===== config.mk =====
export PLATFORM = sky130hd
export DESIGN_NAME = slave_daq_multi_ctrl
export DESIGN_NICKNAME = d
export VERILOG_FILES = /design/src/rtl/slave_daq_multi_ctrl.sv
export SDC_FILE = /design/constraint.sdc
export NUM_CORES = 1
export LEC_CHECK = 0
export ABC_AREA = 1
export CORE_UTILIZATION = 40
export DETAILED_ROUTE_END_ITERATION = 7
export GPL_TIMING_DRIVEN = 0
export SKIP_CTS_REPAIR_TIMING = 1
export SYNTH_ARGS = -nofsm -noshare
export SYNTH_HDL_FRONTEND = slang
export SYNTH_SLANG_ARGS = --single-unit

===== constraint.sdc =====
create_clock -name Clk -period 3.5 [get_ports Clk]
set_clock_uncertainty 0.05 [all_clocks]
set_input_delay 0.7 -clock Clk [delete_from_list [all_inputs] [get_ports Clk]]
set_output_delay 0.7 -clock Clk [all_outputs]
set_load 0.03 [all_outputs]

===== src/rtl/slave_daq_multi_ctrl.sv =====
// Slave-mode DAQ controller for NUM_ASIC daisy-chained MICROROC ASICs: trigger-driven acquisition/readout
// with power pulsing and a run trailer. Define SLAVE_DAQ_TIMEOUT_EN to enable the readout watchdog.
module slave_daq_multi_ctrl #(
    parameter int          NUM_ASIC      = 4,
    parameter int          TRIG_CNT_W    = 32,
    parameter int          T_PWR_RESET   = 8,
    parameter int          T_RESET_START = 40,
    parameter int          T_SRO         = 16,
    parameter logic [15:0] TAIL_WORD     = 16'hFF45,
    parameter int          READ_TIMEOUT  = 65535
) (
    input  logic                Clk,
    input  logic                reset_n,
    input  logic                ModuleStart,
    input  logic                AcqStart,
    input  logic                EndReadout,
    input  logic [NUM_ASIC-1:0] ChipSatB,
    input  logic [15:0]         AcquisitionTime,
    input  logic [15:0]         EndHoldTime,
    output logic                RESET_B,
    output logic                START_ACQ,
    output logic                ForceExternalRaz,
    output logic                StartReadout,
    output logic                PWR_ON_A,
    output logic                PWR_ON_D,
    output logic                PWR_ON_DAC,
    output logic                PWR_ON_ADC,
    output logic                OnceEnd,
    output logic                AllDone,
    output logic                TimeoutFlag,
    input  logic [15:0]         MicrorocData,
    input  logic                MicrorocData_en,
    output logic [15:0]         SlaveDaqData,
    output logic                SlaveDaqData_en,
    input  logic                DataTransmitDone
);

    typedef enum logic [3:0] {
        IDLE, CHIP_RESET, POWER_ON, RELEASE, WAIT_START, ACQUIRE, WAIT_READ,
        START_READOUT, WAIT_READ_DONE, ONCE_END, OUT_TAIL, OUT_COUNT, ALL_DONE
    } state_t;

    localparam int          NW        = TRIG_CNT_W / 16;
    localparam logic [1:0]  NW_C      = 2'(NW);
    localparam logic [31:0] T_PWR_C   = 32'(T_PWR_RESET);
    localparam logic [31:0] T_RST_C   = 32'(T_RESET_START);
    localparam logic [31:0] T_SRO_C   = 32'(T_SRO);

    state_t                  state_q, state_d;
    logic [31:0]             cnt_q, cnt_d;
    logic [1:0]              wi_q, wi_d;
    logic [TRIG_CNT_W-1:0]   trig_cnt_q, trig_cnt_d;
    logic [15:0]             acq_cnt_q, acq_cnt_d;
    logic [15:0]             dout_q, dout_d;
    logic                    dout_en_q, dout_en_d;

    logic                    acq_s1_q, acq_s2_q, acq_s3_q;
    logic                    er_s1_q, er_s2_q;
    logic [NUM_ASIC-1:0]     sat_s1_q, sat_s2_q;
    logic                    sat_prev_q;

    logic                    trig, sat_all, full, read_ok, cnt_en;
    logic [TRIG_CNT_W-1:0]   trig_sh;

`ifdef SLAVE_DAQ_TIMEOUT_EN
    localparam logic [31:0]  RD_TO_C = 32'(READ_TIMEOUT);
    logic [31:0]             wd_q, wd_d;
    logic                    timeout_q, timeout_d;
`endif

    assign sat_all = &sat_s2_q;
    assign trig    = acq_s2_q & ~acq_s3_q;
    assign full    = ~sat_all & sat_prev_q;
    assign read_ok = sat_all & ~sat_prev_q;

    always_comb begin
        state_d    = state_q;
        cnt_d      = cnt_q + 32'd1;
        wi_d       = wi_q;
        trig_cnt_d = trig_cnt_q;
        acq_cnt_d  = acq_cnt_q;
        dout_d     = MicrorocData;
        dout_en_d  = MicrorocData_en;
        trig_sh    = '0;
`ifdef SLAVE_DAQ_TIMEOUT_EN
        wd_d       = wd_q;
        timeout_d  = timeout_q;
`endif
        case (state_q)
            IDLE: begin
                trig_cnt_d = '0;
                acq_cnt_d  = '0;
                if (ModuleStart) state_d = CHIP_RESET;
            end
            CHIP_RESET:     state_d = POWER_ON;
            POWER_ON:       if (cnt_q >= T_PWR_C) state_d = RELEASE;
            RELEASE:        if (cnt_q >= T_RST_C) state_d = WAIT_START;
            // A falling ModuleStart wins over a trigger seen in the same cycle
            WAIT_START: begin
                if (!ModuleStart) state_d = OUT_TAIL;
                else if (trig)    state_d = ACQUIRE;
            end
            ACQUIRE:        if (cnt_q >= {16'd0, AcquisitionTime} || full) state_d = WAIT_READ;
            WAIT_READ:      if (read_ok) state_d = START_READOUT;
            START_READOUT:  if (cnt_q >= T_SRO_C) state_d = WAIT_READ_DONE;
            WAIT_READ_DONE: begin
                if (er_s2_q) begin
                    state_d   = ONCE_END;
                    acq_cnt_d = (acq_cnt_q == 16'hFFFF) ? acq_cnt_q : acq_cnt_q + 16'd1;
                end
            end
            ONCE_END:       if (cnt_q >= {16'd0, EndHoldTime}) state_d = WAIT_START;
            OUT_TAIL: begin
                state_d   = OUT_COUNT;
                wi_d      = '0;
                dout_d    = TAIL_WORD;
                dout_en_d = 1'b1;
            end
            // Trigger count MSW first, then the completed-readout count
            OUT_COUNT: begin
                wi_d      = wi_q + 2'd1;
                dout_en_d = 1'b1;
                if (wi_q == NW_C) begin
                    dout_d  = acq_cnt_q;
                    state_d = ALL_DONE;
                end else begin
                    trig_sh = trig_cnt_q >> (16 * (NW - 1 - int'(wi_q)));
                    dout_d  = trig_sh[15:0];
                end
            end
            ALL_DONE:       if (DataTransmitDone) state_d = IDLE;
            default:        state_d = IDLE;
        endcase

`ifdef SLAVE_DAQ_TIMEOUT_EN
        if (state_q == IDLE) timeout_d = 1'b0;
        if (state_q == ACQUIRE) begin
            wd_d = '0;
        end else if (state_q == WAIT_READ || state_q == WAIT_READ_DONE) begin
            wd_d = wd_q + 32'd1;
            if (state_d == state_q && wd_q + 32'd1 >= RD_TO_C) begin
                state_d   = ONCE_END;
                timeout_d = 1'b1;
            end
        end
`endif

        if (state_d != state_q) cnt_d = '0;

        cnt_en = (state_q >= WAIT_START) && (state_q <= ONCE_END) &&
                 !(state_q == WAIT_START && !ModuleStart);
        if (trig && cnt_en) trig_cnt_d = trig_cnt_q + 1'b1;
    end

    always_ff @(posedge Clk or negedge reset_n) begin
        if (!reset_n) begin
            state_q    <= IDLE;
            cnt_q      <= '0;
            wi_q       <= '0;
            trig_cnt_q <= '0;
            acq_cnt_q  <= '0;
            dout_q     <= '0;
            dout_en_q  <= 1'b0;
            acq_s1_q   <= 1'b0;
            acq_s2_q   <= 1'b0;
            acq_s3_q   <= 1'b0;
            er_s1_q    <= 1'b0;
            er_s2_q    <= 1'b0;
            sat_s1_q   <= '1;
            sat_s2_q   <= '1;
            sat_prev_q <= 1'b1;
        end else begin
            state_q    <= state_d;
            cnt_q      <= cnt_d;
            wi_q       <= wi_d;
            trig_cnt_q <= trig_cnt_d;
            acq_cnt_q  <= acq_cnt_d;
            dout_q     <= dout_d;
            dout_en_q  <= dout_en_d;
            acq_s1_q   <= AcqStart;
            acq_s2_q   <= acq_s1_q;
            acq_s3_q   <= acq_s2_q;
            er_s1_q    <= EndReadout;
            er_s2_q    <= er_s1_q;
            sat_s1_q   <= ChipSatB;
            sat_s2_q   <= sat_s1_q;
            sat_prev_q <= sat_all;
        end
    end

`ifdef SLAVE_DAQ_TIMEOUT_EN
    always_ff @(posedge Clk or negedge reset_n) begin
        if (!reset_n) begin
            wd_q      <= '0;
            timeout_q <= 1'b0;
        end else begin
            wd_q      <= wd_d;
            timeout_q <= timeout_d;
        end
    end
    assign TimeoutFlag = timeout_q;
`else
    assign TimeoutFlag = 1'b0;
`endif

    assign RESET_B          = !(state_q == CHIP_RESET || state_q == POWER_ON);
    assign START_ACQ        = (state_q == ACQUIRE);
    assign ForceExternalRaz = ~START_ACQ;
    assign StartReadout     = (state_q == START_READOUT);
    assign PWR_ON_A         = (state_q >= CHIP_RESET) && (state_q <= ONCE_END);
    assign PWR_ON_DAC       = PWR_ON_A;
    assign PWR_ON_D         = (state_q >= POWER_ON) && (state_q <= ONCE_END);
    assign PWR_ON_ADC       = 1'b0;
    assign OnceEnd          = (state_q == ONCE_END);
    assign AllDone          = (state_q == ALL_DONE);
    assign SlaveDaqData     = dout_q;
    assign SlaveDaqData_en  = dout_en_q;

endmodule


Word level (Yosys, flattened, before mapping)
Cells that the tools add are included.

word-level totals
  output and inout port bits = 28
  flip-flop bits (word level) = 117

operators by class
  reductions and logical operators = 18
  add/subtract/negate cells = 5
  $lt $le $gt $ge = 9
  bitwise operators = 7
  mux-type cells = 23
  shift operators = 1
  equality and inequality tests = 17

operators with widths
  cell                                                                                  count
  32-bit two-way mux                                                                    3
  32-bit by 1-bit adder with 32-bit output, second input constant                       2
  32-bit by 16-bit greater-or-equal comparator with 1-bit output                        2
  16-bit one-hot mux with 2 select lines                                                2
  4-bit one-hot mux with 13 select lines                                                1
  16-bit two-way mux                                                                    3
  4-bit two-way mux                                                                     12
  32-bit by 4-bit greater-or-equal comparator with 1-bit output, second input constant  1
  32-bit by 5-bit greater-or-equal comparator with 1-bit output, second input constant  1
  32-bit by 6-bit greater-or-equal comparator with 1-bit output, second input constant  1
  32-bit by 32-bit right shift with 16-bit output                                       1
  4-bit == test, second input constant                                                  5
  16-bit by 1-bit adder with 16-bit output, second input constant                       1
  16-bit == test, second input constant                                                 1
  4-bit by 3-bit == test with 1-bit output, second input constant                       4
  4-bit by 2-bit == test with 1-bit output, second input constant                       2
  1-bit logical AND                                                                     6
  2-bit nonzero test                                                                    3
  4-bit by 1-bit == test with 1-bit output, second input constant                       1
  4-bit by 1-bit greater-or-equal comparator with 1-bit output, second input constant   1
  4-bit by 2-bit greater-or-equal comparator with 1-bit output, second input constant   1
  4-bit by 3-bit greater-or-equal comparator with 1-bit output, second input constant   1
  4-bit less-or-equal comparator, second input constant                                 1
  4-bit logical NOT                                                                     1
  other kinds (14)                                                                      23

Logic depth before layout (Yosys ltp)
  depth after elaboration = 8
  mapped depth = 19

Least setup slack after synthesis
Ideal clock, no wire load.

  kind = input port to flip-flop
  from = in EndHoldTime[15]
  to = reg cnt_q[3]
  path slack = 1.149 ns
  buffers on the path = 1
  data arrival time = 2.177 ns
  stages on the path = 17
  setup time = 0.124 ns
  path through = inv_1 -> ha_1 -> nand2_1 -> nor2_1 -> and2_1 -> nand2_1 -> nand2_1 -> nor2_1 -> nand3_1 -> nand2_1 -> nor2_1 -> nand2_1 -> nand2_1 -> nand2_1 -> nand2_4 -> buf_8 -> nor2_4

on the way
  word-level cells in the longest chain between the ends = 5

ends and longest elaborated chain
  what                                                            RTL line  source
  start: declaration                                              19        input logic [15:0] EndHoldTime,
  32-bit by 16-bit greater-or-equal comparator with 1-bit output  112       ONCE_END: if (cnt_q >= {16'd0, EndHoldTime}) state_d = WAIT_START;
  4-bit two-way mux                                               112
  4-bit one-hot mux with 13 select lines                          89        case (state_q)
  net state_d[0]                                                  49        state_t state_q, state_d;
  4-bit inequality test                                           148       if (state_d != state_q) cnt_d = '0;
  32-bit two-way mux                                              148
  net cnt_d[3]                                                    50        logic [31:0] cnt_q, cnt_d;
  end signal: assignment                                          174       cnt_q <= cnt_d;
  end: declaration                                                50

The timed path passes the listed nets, and every way through them passes these cells.
A chain may end at the register's enable or synchronous reset.

Final worst setup path
  from = reg state_q[1]
  to = out PWR_ON_DAC

on the way
  word-level cells in the longest chain between the ends = 2

ends and longest elaborated chain
  what                                                                                                            RTL line  source
  start: declaration                                                                                              49
  start signal: assignment                                                                                        173       state_q <= state_d;
  4-bit by 1-bit greater-or-equal comparator with 1-bit output or 4-bit less-or-equal comparator (tied branches)  210       assign PWR_ON_A = (state_q >= CHIP_RESET) && (state_q <= ONCE_END);
  1-bit logical AND (*)                                                                                           210
  end: declaration                                                                                                26        output logic PWR_ON_DAC,

Every way passes the cells marked *; elsewhere a longest branch is shown, timed or not.

==> flow_summary_export.csv <==
group,metric,value,unit
status,status,"complete, but fails checks",
status,violations,"DRC",
clocking,cts_buffers,17,
logic_synthesis,synth_most_common_cell,"nand2_1",
logic_synthesis,synthXorXnorAreaFrac,5.06,%
hold_path,hp-class,"input pin to asynchronous set/reset pin",
power_and_ir_drop,power_leakage,4.25,nW
logic_synthesis,synthSimpleGateAreaFrac,28.9,%
logic_synthesis,syn-cell-area,7440,um2
floorplan,io_pins,87,
critical_path,critPathMaxFanout,5,
detailed_routing,vias_per_cell,5.08,
placement,dp_hpwl,14.6,mm
clocking,clk_path_buf_depth,2,
logic_synthesis,synth_cells,969,
layout,antenna_cells,0,
timing,post-route-min-period,3.25,ns
logic_synthesis,synth_edf_count,0,
placement,post-place-ws,0.343,ns
grt,grt_usage,21.2,%
floorplan,die_h,138,um
logic_synthesis,synthMuxAreaShare,0.269,%
layout,layout.nets,1170,
grt,grt_pass1_wl,32.1,mm
clocking,clkSinkCount,117,
floorplan,core_area,18100,um2
detailed_routing,dr.pass1.iters,7,
logic_synthesis,synth_top_family_by_area,"simple AND/OR/NAND/NOR gates",
clocking,cts-root-buf,"clkbuf_16",
floorplan,rows,49,
timing,final_max_slew_viol_count,0,
floorplan,dieArea,19100,um2
placement,dp.cells,1284,
detailed_routing,drt_iter0_markers,569,
layout,drive_above_1_share,10.3,%
logic_synthesis,syn_avg_cell_area,7.68,um2
layout,final_cells,1316,
run,drv_cap,0,
logic_synthesis,synth_seq_cells,117,
layout,fillers,1717,
critical_path,start_kind,"register",
detailed_routing,drc,18,
logic_synthesis,ys_async_sr_fraction,100,%
logic_synthesis,synthAdderAreaFrac,6.22,%
logic_synthesis,ys_top_cells_by_area,"dfrtp_1 (36%), nand2_1 (11%), inv_1 (7.3%), ha_1 (6.2%), nor2_1 (4.6%)",
logic_synthesis,synth_top_cell_area_share,36.3,%
critical_path,critical_path_class,"register to output port",
detailed_routing,post_drt_wl_per_cell,14.6,um
timing,relSlewSlack,61.1,%
detailed_routing,vias,6682,
logic_synthesis,yosys_warnings,0,
logic_synthesis,ys_seq_area_share,39.5,%
power_and_ir_drop,irDropWorstVdd,0.302,mV
placement,routabilityCongestion,0.945,
grt,grt-ovfl-total,0,
critical_path,crit_required,2.75,ns
timing,worst_slew_pin_slew,0.583,ns
detailed_routing,postRouteWirelength,19.3,mm
clocking,clk_pin_slew,0.06,ns
timing,finalWorstSetupSlack,0.253,ns
logic_synthesis,synthTopCellsByCount,"nand2_1 (212), inv_1 (144), dfrtp_1 (108), nor2_1 (92), nand3_1 (45)",
layout,syn_to_final_growth,23.7,%
grt,grt_pass1_vias,6289,
logic_synthesis,ys.flop_type,"dfrtp_1",
logic_synthesis,synth_top_cell_by_area,"dfrtp_1",
placement,portBuffers,84,
floorplan,start_util,41.1,%
power_and_ir_drop,p_per_area,469,nW/um2
logic_synthesis,ys_types,47,
floorplan,die_width,138,um
clocking,tritoncts,"built",
timing,finalHoldViolCount,0,
timing,grt_setup_unrepaired,"no",
critical_path,end_kind,"output port",
clocking,clk_latency,0.42,ns
timing,fin_crit_sh,92.8,%
clocking,cts.htree.levels,4,
critical_path,arrival,2.50,ns
grt,antenna_found_initial,1,
timing,setup_viol_count_final,0,
timing,fmax,308,MHz
detailed_routing,ant_nets,0,
logic_synthesis,synth-compound-area-share,10.7,%
power_and_ir_drop,fin_total_pwr,0.00432,W
grt,grt_max_degree,90,
==> cell families (layout without fill, tap and decap cells) <==
| logic type | Yosys count | after routing |
|---|---|---|
| AOI/OAI and AO/OA | 130 | 130 |
| other | 1 | 2 |
| buffers and inverters | 173 | 290 |
| and+or+nand+nor | 466 | 466 |
| DFF | 117 | 117 |
| muxes | 2 | 2 |
| adders and majority gates | 37 | 37 |
| xor gates and xnor gates | 43 | 43 |
==> cell usage in the layout (no fill, tap or decap), drive strengths merged, types with 4 or more instances in the layout <==
cell type	instances
nand2	217
inv	151
nor2	129
dfrtp	108
clkdlybuf4s50	83
nand3	45
o21ai	41
ha	37
xor2	36
a21oi	33
nor3	32
clkbuf	30
nand4	29
o31ai	14
o22ai	12
buf	12
o211ai	11
dfstp	9
xnor2	7
clkinv	7
nor4	6
o221ai	5
or2	4
clkinvlp	4
==> worst max-delay path: stages (launching register included) <==
cell	delay, ns
dfrtp_1	0.42
nor2_1	0.23
inv_2	0.09
nor2_1	0.32
or2_2	0.18
inv_1	0.11
buf_4	0.16
clkdlybuf4s50_1	0.58
==> metrics by stage <==
step / hold slack, ns / TNS, ns / area [um2] / util (%)
after floorplan: 0.281 / 0 / 7440 / -
after global placement: 0.285 / -347.40 / 8570 / 47.4
after detailed placement: 0.293 / 0 / 8600 / 47.5
after CTS: 0.0893 / 0 / 9200 / 50.9
after global routing: 0.103 / 0 / 9200 / 50.9
final: 0.0958 / 0 / 9200 / 50.9
==> final timing paths <==
kind                       slack [ns]       start       endpoint  cells past startpoint
max in group asynchronous        2.55     reset_n    sat_s2_q[0]                      2
min in group Clk                 0.30     er_s1_q        er_s2_q                      0
hold reg to reg                  0.30     er_s1_q        er_s2_q                      0
setup reg to reg                 0.81     wi_q[0]       cnt_q[2]                     15
hold / removal                    0.1     reset_n  acq_cnt_q[11]                      1
setup / recovery                 0.25  state_q[1]     PWR_ON_DAC                      7
==> final cells by class <==
cell class              count  area, um2  share of cell area [%]
flip-flops and latches    117       2940                    31.9
clock buffers              19        443                    4.81
repair buffers             85        870                    9.45
multi-input cells         680       3810                    41.4
clock inverters            13        158                    1.71
plain buffers              21        121                    1.32
inverters                 152        571                    6.20
well taps                 229        287                    3.11
==> routing by layer <==
layer	wire, um	up-vias	GRT usage (%)
met5	9	-	0
li1	-	3369	-
met1	9610	3148	30.1
met4	267	2	6.80
met3	904	24	4.40
met2	8490	139	32.1
==> flip-flops by register name (all words and copies together) (netlist names) <==
name / flops
state_q: 4
SlaveDaqData_en: 1
acq_cnt_q: 16
er_s2_q: 1
er_s1_q: 1
sat_s2_q: 4
acq_s1_q: 1
SlaveDaqData: 16
sat_prev_q: 1
trig_cnt_q: 32
wi_q: 2
sat_s1_q: 4
acq_s2_q: 1
cnt_q: 32
acq_s3_q: 1
==> power by group <==
group          internal (W)  leakage [nW]  switching (W)  total [W]
Clock               0.00113         0.285       0.000643    0.00178
Sequential          0.00140          1.55      0.0000344    0.00143
Combinational      0.000366          2.42       0.000745    0.00111
Note: power is estimated with default switching activity, not from simulation.
